--- config.mk ---
export PLATFORM = sky130hd
export DESIGN_NAME = fetch_unit
export DESIGN_NICKNAME = d
export VERILOG_FILES = /design/src/rtl/fetch_unit.sv
export SDC_FILE = /design/constraint.sdc
export NUM_CORES = 1
export LEC_CHECK = 0
export CAP_MARGIN = 20
export CORE_ASPECT_RATIO = 0.8
export CORE_MARGIN = 8
export CORE_UTILIZATION = 40
export DETAILED_ROUTE_END_ITERATION = 6
export MAX_ROUTING_LAYER = met4
export PLACE_DENSITY_LB_ADDON = 0.15
export REMOVE_ABC_BUFFERS = 1
export SETUP_SLACK_MARGIN = 0.3
export SLEW_MARGIN = 20
export SYNTH_ARGS = -nofsm -noshare
export SYNTH_HDL_FRONTEND = slang
export SYNTH_SLANG_ARGS = --single-unit
--- constraint.sdc ---
create_clock -name clk -period 10.21 [get_ports clk]
set_input_delay 2.042 -clock clk [delete_from_list [all_inputs] [get_ports clk]]
set_output_delay 2.042 -clock clk [all_outputs]
set_load 0.01 [all_outputs]
--- src/rtl/fetch_unit.sv ---
// Instruction fetch: credit-limited imem requests, in-flight PC tags, instruction buffer to decode.
// Response-to-out_valid latency 1; stalls requests when buffer occupancy plus outstanding reaches BUF_DEPTH.
module fetch_fifo #(
  parameter int W     = 32,
  parameter int DEPTH = 4,
  localparam int AW   = $clog2(DEPTH),
  localparam int CW   = AW + 1
) (
  input  logic          clk,
  input  logic          resetn,
  input  logic          flush,
  input  logic          push_vld,
  input  logic [W-1:0]  push_dat,
  input  logic          pop_vld,
  output logic [W-1:0]  pop_dat,
  output logic [CW-1:0] cnt
);
  logic [W-1:0]  mem_q [DEPTH];
  logic [AW-1:0] wr_ptr_q, wr_ptr_d;
  logic [AW-1:0] rd_ptr_q, rd_ptr_d;
  logic [CW-1:0] cnt_q, cnt_d;

  always_comb begin
    wr_ptr_d = wr_ptr_q;
    rd_ptr_d = rd_ptr_q;
    cnt_d    = cnt_q;
    if (flush) begin
      wr_ptr_d = '0;
      rd_ptr_d = '0;
      cnt_d    = '0;
    end else begin
      if (push_vld) wr_ptr_d = wr_ptr_q + AW'(1);
      if (pop_vld)  rd_ptr_d = rd_ptr_q + AW'(1);
      cnt_d = cnt_q + CW'(push_vld) - CW'(pop_vld);
    end
  end

  always_ff @(posedge clk) begin
    if (!resetn) begin
      wr_ptr_q <= '0;
      rd_ptr_q <= '0;
      cnt_q    <= '0;
    end else begin
      wr_ptr_q <= wr_ptr_d;
      rd_ptr_q <= rd_ptr_d;
      cnt_q    <= cnt_d;
    end
  end

  always_ff @(posedge clk) begin
    if (push_vld && !flush) mem_q[wr_ptr_q] <= push_dat;
  end

  assign pop_dat = mem_q[rd_ptr_q];
  assign cnt     = cnt_q;
endmodule

module fetch_unit #(
  parameter logic [31:0] RESET_PC  = 32'h0000_0000,
  parameter int          BUF_DEPTH = 4
) (
  input  logic        clk,
  input  logic        resetn,
  output logic        imem_req_valid,
  input  logic        imem_req_ready,
  output logic [31:0] imem_req_addr,
  input  logic        imem_rsp_valid,
  input  logic [31:0] imem_rsp_data,
  input  logic        redirect_valid,
  input  logic [31:0] redirect_pc,
  output logic        out_valid,
  input  logic        out_ready,
  output logic [31:0] out_opcode,
  output logic [31:0] out_pc
);
  localparam int CW  = $clog2(BUF_DEPTH) + 1;
  localparam int CW1 = CW + 1;

  typedef struct packed {
    logic [31:0] pc;
    logic [31:0] opcode;
  } inst_t;

  logic [31:0]   fetch_pc_q, fetch_pc_d;
  logic [CW-1:0] drop_cnt_q, drop_cnt_d;
  logic [CW-1:0] buf_cnt, ifq_cnt;
  logic [31:0]   ifq_pc;
  inst_t         buf_in, buf_out;
  logic [CW:0]   inflight, credit_used;
  logic          req_fire, rsp_any, rsp_drop, rsp_keep, out_fire;
  logic          unused_ok;

  assign unused_ok = ^redirect_pc[1:0];

  // Responses still owed by memory include those already marked for dropping.
  assign inflight    = {1'b0, ifq_cnt} + {1'b0, drop_cnt_q};
  assign credit_used = inflight + {1'b0, buf_cnt};

  always_comb begin
    imem_req_valid = resetn && !redirect_valid && (credit_used < CW1'(BUF_DEPTH));
    imem_req_addr  = fetch_pc_q;
    req_fire       = imem_req_valid && imem_req_ready;
    rsp_any        = imem_rsp_valid && (inflight != '0);
    rsp_drop       = rsp_any && (drop_cnt_q != '0);
    rsp_keep       = rsp_any && (drop_cnt_q == '0) && !redirect_valid;
    out_valid      = resetn && !redirect_valid && (buf_cnt != '0);
    out_fire       = out_valid && out_ready;
    buf_in.pc      = ifq_pc;
    buf_in.opcode  = imem_rsp_data;
    out_opcode     = buf_out.opcode;
    out_pc         = buf_out.pc;
  end

  always_comb begin
    fetch_pc_d = fetch_pc_q;
    drop_cnt_d = drop_cnt_q;
    if (redirect_valid) begin
      fetch_pc_d = {redirect_pc[31:2], 2'b00};
      drop_cnt_d = inflight[CW-1:0] - CW'(rsp_any);
    end else begin
      if (req_fire) fetch_pc_d = fetch_pc_q + 32'd4;
      if (rsp_drop) drop_cnt_d = drop_cnt_q - CW'(1);
    end
  end

  always_ff @(posedge clk) begin
    if (!resetn) begin
      fetch_pc_q <= {RESET_PC[31:2], 2'b00};
      drop_cnt_q <= '0;
    end else begin
      fetch_pc_q <= fetch_pc_d;
      drop_cnt_q <= drop_cnt_d;
    end
  end

  always_ff @(posedge clk) begin
    if (resetn && imem_rsp_valid) assert (inflight != '0);
  end

  fetch_fifo #(.W(32), .DEPTH(BUF_DEPTH)) u_ifq (
    .clk      (clk),
    .resetn   (resetn),
    .flush    (redirect_valid),
    .push_vld (req_fire),
    .push_dat (fetch_pc_q),
    .pop_vld  (rsp_keep),
    .pop_dat  (ifq_pc),
    .cnt      (ifq_cnt)
  );

  fetch_fifo #(.W($bits(inst_t)), .DEPTH(BUF_DEPTH)) u_ibuf (
    .clk      (clk),
    .resetn   (resetn),
    .flush    (redirect_valid),
    .push_vld (rsp_keep),
    .push_dat (buf_in),
    .pop_vld  (out_fire),
    .pop_dat  (buf_out),
    .cnt      (buf_cnt)
  );
endmodule

==> flow_summary.json <==
{
  "fp.dieArea_mm2": 0.0472,
  "post_synth_inst_count": 837,
  "critPathMaxStageDelay_ns": 0.57,
  "timing.critical_path.buf_inv": 3,
  "synthMostInstantiatedCell": "sky130_fd_sc_hd__edfxtp_1",
  "ys_top_cells_by_count": "sky130_fd_sc_hd__edfxtp_1 (368), sky130_fd_sc_hd__mux4_2 (92), sky130_fd_sc_hd__dfxtp_1 (51)",
  "cts.clk_slew.worst_paths_ns": 0.06,
  "drtIter0Drc": 528,
  "synthArstFlopShare_pct": 0,
  "leakage_nw": 6.34,
  "synth.yosys.warnings": 0,
  "core_area_mm2": 0.0403,
  "critPathTopFamily": "buffers and inverters",
  "number_of_gates_resized_after_cts": 0,
  "grt_max_degree": 63,
  "sequential_standard_cell_area_mm2": 0.0121,
  "fin_total_pwr_w": 0.00396,
  "cts_buffer_depth": 3,
  "utilization_pct": 49.3,
  "diodes": 0,
  "post_cts_hold_buffer_count": 0,
  "clock_latency_ns": 0.54,
  "total_negative_setup_slacks_ns": 0,
  "dp.final_hpwl_um": 21900,
  "viasPerCell": 5.12,
  "start_util_pct": 40.2,
  "worstPathCellList": "clkdlybuf4s50_1, buf_4, nand2b_1, nor2_1, clkdlybuf4s50_1",
  "peakVddDrop_mv": 0.103,
  "antenna_found_initial": 0,
  "cts.sinks": 419,
  "row_count": 66,
  "synth_enable_flop_cells": 368,
  "number_of_top_level_pins": 168,
  "final_layout_size_suffix_gt1_share_pct": 17.2,
  "syn_area_per_cell_um2": 19.3,
  "grt_first_pass_wirelength_um": 54600,
  "drtAntennaViolNets": 0,
  "die_width_um": 241,
  "layout.filler_cells": 3442,
  "power_per_cell_area_mw_per_mm2": 199,
  "synth.cell_area_mm2": 0.0162,
  "rsz0062_at_grt": "false",
  "dp_cells": 1521,
  "cap_violations": 0,
  "grt.total_usage_pct": 15.7,
  "drc_violation_count_after_routing": 0,
  "worst_path_max_delay_cell": "sky130_fd_sc_hd__clkdlybuf4s50_1",
  "overall_routed_net_length_um": 35800,
  "setup_viol": 0,
  "routed-via-count": 8190,
  "detail_route.wl_per_cell_um": 22.4,
  "global_route.overflow_total": 0,
  "final_report_max_slew_violation_count": 0,
  "final_report_hold_violation_count": 0,
  "grt_pass1_vias": 8660,
  "run_status": "completed",
  "worstPathArrival_ns": 4.12,
  "tritoncts": "yes",
  "multiInputGateArea_mm2": 0.00388,
  "synth_seq_area_share_pct": 74.5,
  "post_cts.repair.setup_buffers": 0,
  "gp_routability_congestion": 0.741,
  "numPortBuffers": 161,
  "setup.worst_path.start_class": "input port",
  "fmax_mhz": 162,
  "h-tree-depth": 2,
  "ys_top_cells_by_area": "sky130_fd_sc_hd__edfxtp_1 (68%), sky130_fd_sc_hd__mux4_2 (13%), sky130_fd_sc_hd__dfxtp_1 (6.3%)",
  "drtPass1Iterations": 5,
  "final.min_clock_period_ns": 6.16,
  "timing.critical_path.mode_cell": "sky130_fd_sc_hd__clkdlybuf4s50_1",
  "clockRootBuffer": "sky130_fd_sc_hd__clkbuf_16",
  "worstMarginPinSlew_ns": 0.895,
  "total_cts_buffers": 43,
  "die_y_um": 196,
  "period_share_pct": 60.3,
  "synth_top_area_share_pct": 68.2,
  "synth.distinct_cells": 48,
  "layout-area-overhead-vs-synth_pct": 22.7,
  "yosys_register_bits": 419,
  "clock-skew-final_ns": 0.0157,
  "worst_ep_required_time_ns": 8.17,
  "synth_top_flop_cell": "sky130_fd_sc_hd__edfxtp_1",
  "non_filler_cells_in_the_finished_layout": 1601,
  "max_slew_margin_pct": 40.3,
  "endpoint_kind": "output port",
  "nets": 1119,
  "critical_path_class": "input port to output port",
  "hp-class": "flip-flop to flip-flop",
  "synthDominantAreaCellType": "sky130_fd_sc_hd__edfxtp_1",
  "critPathMaxFanout": 36
}
[layout by cell type (no fill, tap or decap), types with 3 or more instances in the layout]
master / count
sky130_fd_sc_hd__fa_1: 3
sky130_fd_sc_hd__conb_1: 4
sky130_fd_sc_hd__ha_1: 22
sky130_fd_sc_hd__bufinv_16: 3
sky130_fd_sc_hd__clkinv_2: 5
sky130_fd_sc_hd__nand2b_1: 3
sky130_fd_sc_hd__a31oi_1: 5
sky130_fd_sc_hd__dfxtp_1: 48
sky130_fd_sc_hd__nor4_1: 8
sky130_fd_sc_hd__clkbuf_16: 45
sky130_fd_sc_hd__xnor2_1: 25
sky130_fd_sc_hd__nand4_1: 7
sky130_fd_sc_hd__mux2i_1: 5
sky130_fd_sc_hd__o21ai_0: 27
sky130_fd_sc_hd__buf_4: 16
sky130_fd_sc_hd__clkdlybuf4s50_1: 161
sky130_fd_sc_hd__mux4_2: 92
sky130_fd_sc_hd__edfxtp_1: 368
sky130_fd_sc_hd__clkbuf_8: 4
sky130_fd_sc_hd__inv_1: 21
sky130_fd_sc_hd__clkbuf_1: 10
sky130_fd_sc_hd__nor3_1: 9
sky130_fd_sc_hd__and3_1: 8
sky130_fd_sc_hd__nand3_1: 16
sky130_fd_sc_hd__and2_4: 4
sky130_fd_sc_hd__xor2_1: 13
sky130_fd_sc_hd__and2_1: 6
sky130_fd_sc_hd__nand2_1: 27
sky130_fd_sc_hd__nor2_1: 20
sky130_fd_sc_hd__a21oi_1: 27
sky130_fd_sc_hd__clkinv_1: 12
[final timing paths]
| check | start | end | slack [ns] | cells after the start |
|---|---|---|---|---|
| hold / removal | u_ifq.wr_ptr_q[1]$_SDFFE_PP0N_ | u_ifq.wr_ptr_q[1]$_SDFFE_PP0N_ | 0.51 | 2 |
| hold reg to reg | u_ifq.wr_ptr_q[1]$_SDFFE_PP0N_ | u_ifq.wr_ptr_q[1]$_SDFFE_PP0N_ | 0.51 | 2 |
| setup / recovery | resetn | out_valid | 4.05 | 5 |
| setup reg to reg | drop_cnt_q[0]$_SDFFE_PN0P_ | u_ifq.mem_q[1][21]$_DFFE_PP_ | 6.33 | 9 |
[worst min-delay path, cell delays in order, from the launching register on]
cell                      delay (ns)
sky130_fd_sc_hd__dfxtp_1        0.34
sky130_fd_sc_hd__nand2_1        0.07
sky130_fd_sc_hd__a21oi_1        0.06
[final cells by class]
type	instances	area share (%)
clock buffer	59	6.13
clock inverter	19	0.787
inverter	22	0.416
multi-input combinational	359	19.5
sequential	419	60.8
tap	544	3.43
timing repair buffer	179	8.92
[power by group]
group	internal [W]	total (W)	switching, W
clock network	0.000906	0.00153	0.000623
logic	0.000208	0.000435	0.000227
registers	0.00196	0.00200	0.0000420
[registers in the layout, summed over array words and instances, names as in the netlist, named ones only]
signal	cells
drop_cnt_q	3
imem_req_addr	30
u_ibuf.cnt	3
u_ibuf.mem_q	248
u_ibuf.rd_ptr_q	2
u_ibuf.wr_ptr_q	2
u_ifq.cnt	3
u_ifq.mem_q	120
u_ifq.rd_ptr_q	2
u_ifq.wr_ptr_q	2
[cell families after synthesis]
logic type / count (synthesis) / share of synthesized area (%)
buffers and inverters: 62 / 1.62
AND/OR/NAND/NOR: 122 / 3.97
flip-flops: 419 / 74.5
other: 1 / 0.0232
multiplexers: 97 / 13.1
adder cells (fa/ha/maj): 25 / 2.07
AO/OA/AOI/OAI: 73 / 2.62
XOR/XNOR: 38 / 2.06
[metrics by stage]
step	setup slack (ns)	cell area (um^2)	hold slack (ns)
floorplan	4.83	16000	0.469
global placement	4.00	18500	0.489
detailed placement	4.03	18500	0.498
CTS	4.03	19800	0.507
global route	3.83	19900	0.541
finish	4.05	19900	0.509
[metal layers]
layer / wire length (um) / GRT usage [%] / vias up
met3: 1610 / 2.93 / 49
met1: 16200 / 20.6 / 4243
met4: 672 / 4.13 / 0
met2: 17300 / 25.0 / 188
li1: - / - / 3710
met5: 0 / - / -
No activity file was read; power rests on OpenSTA's default activity.
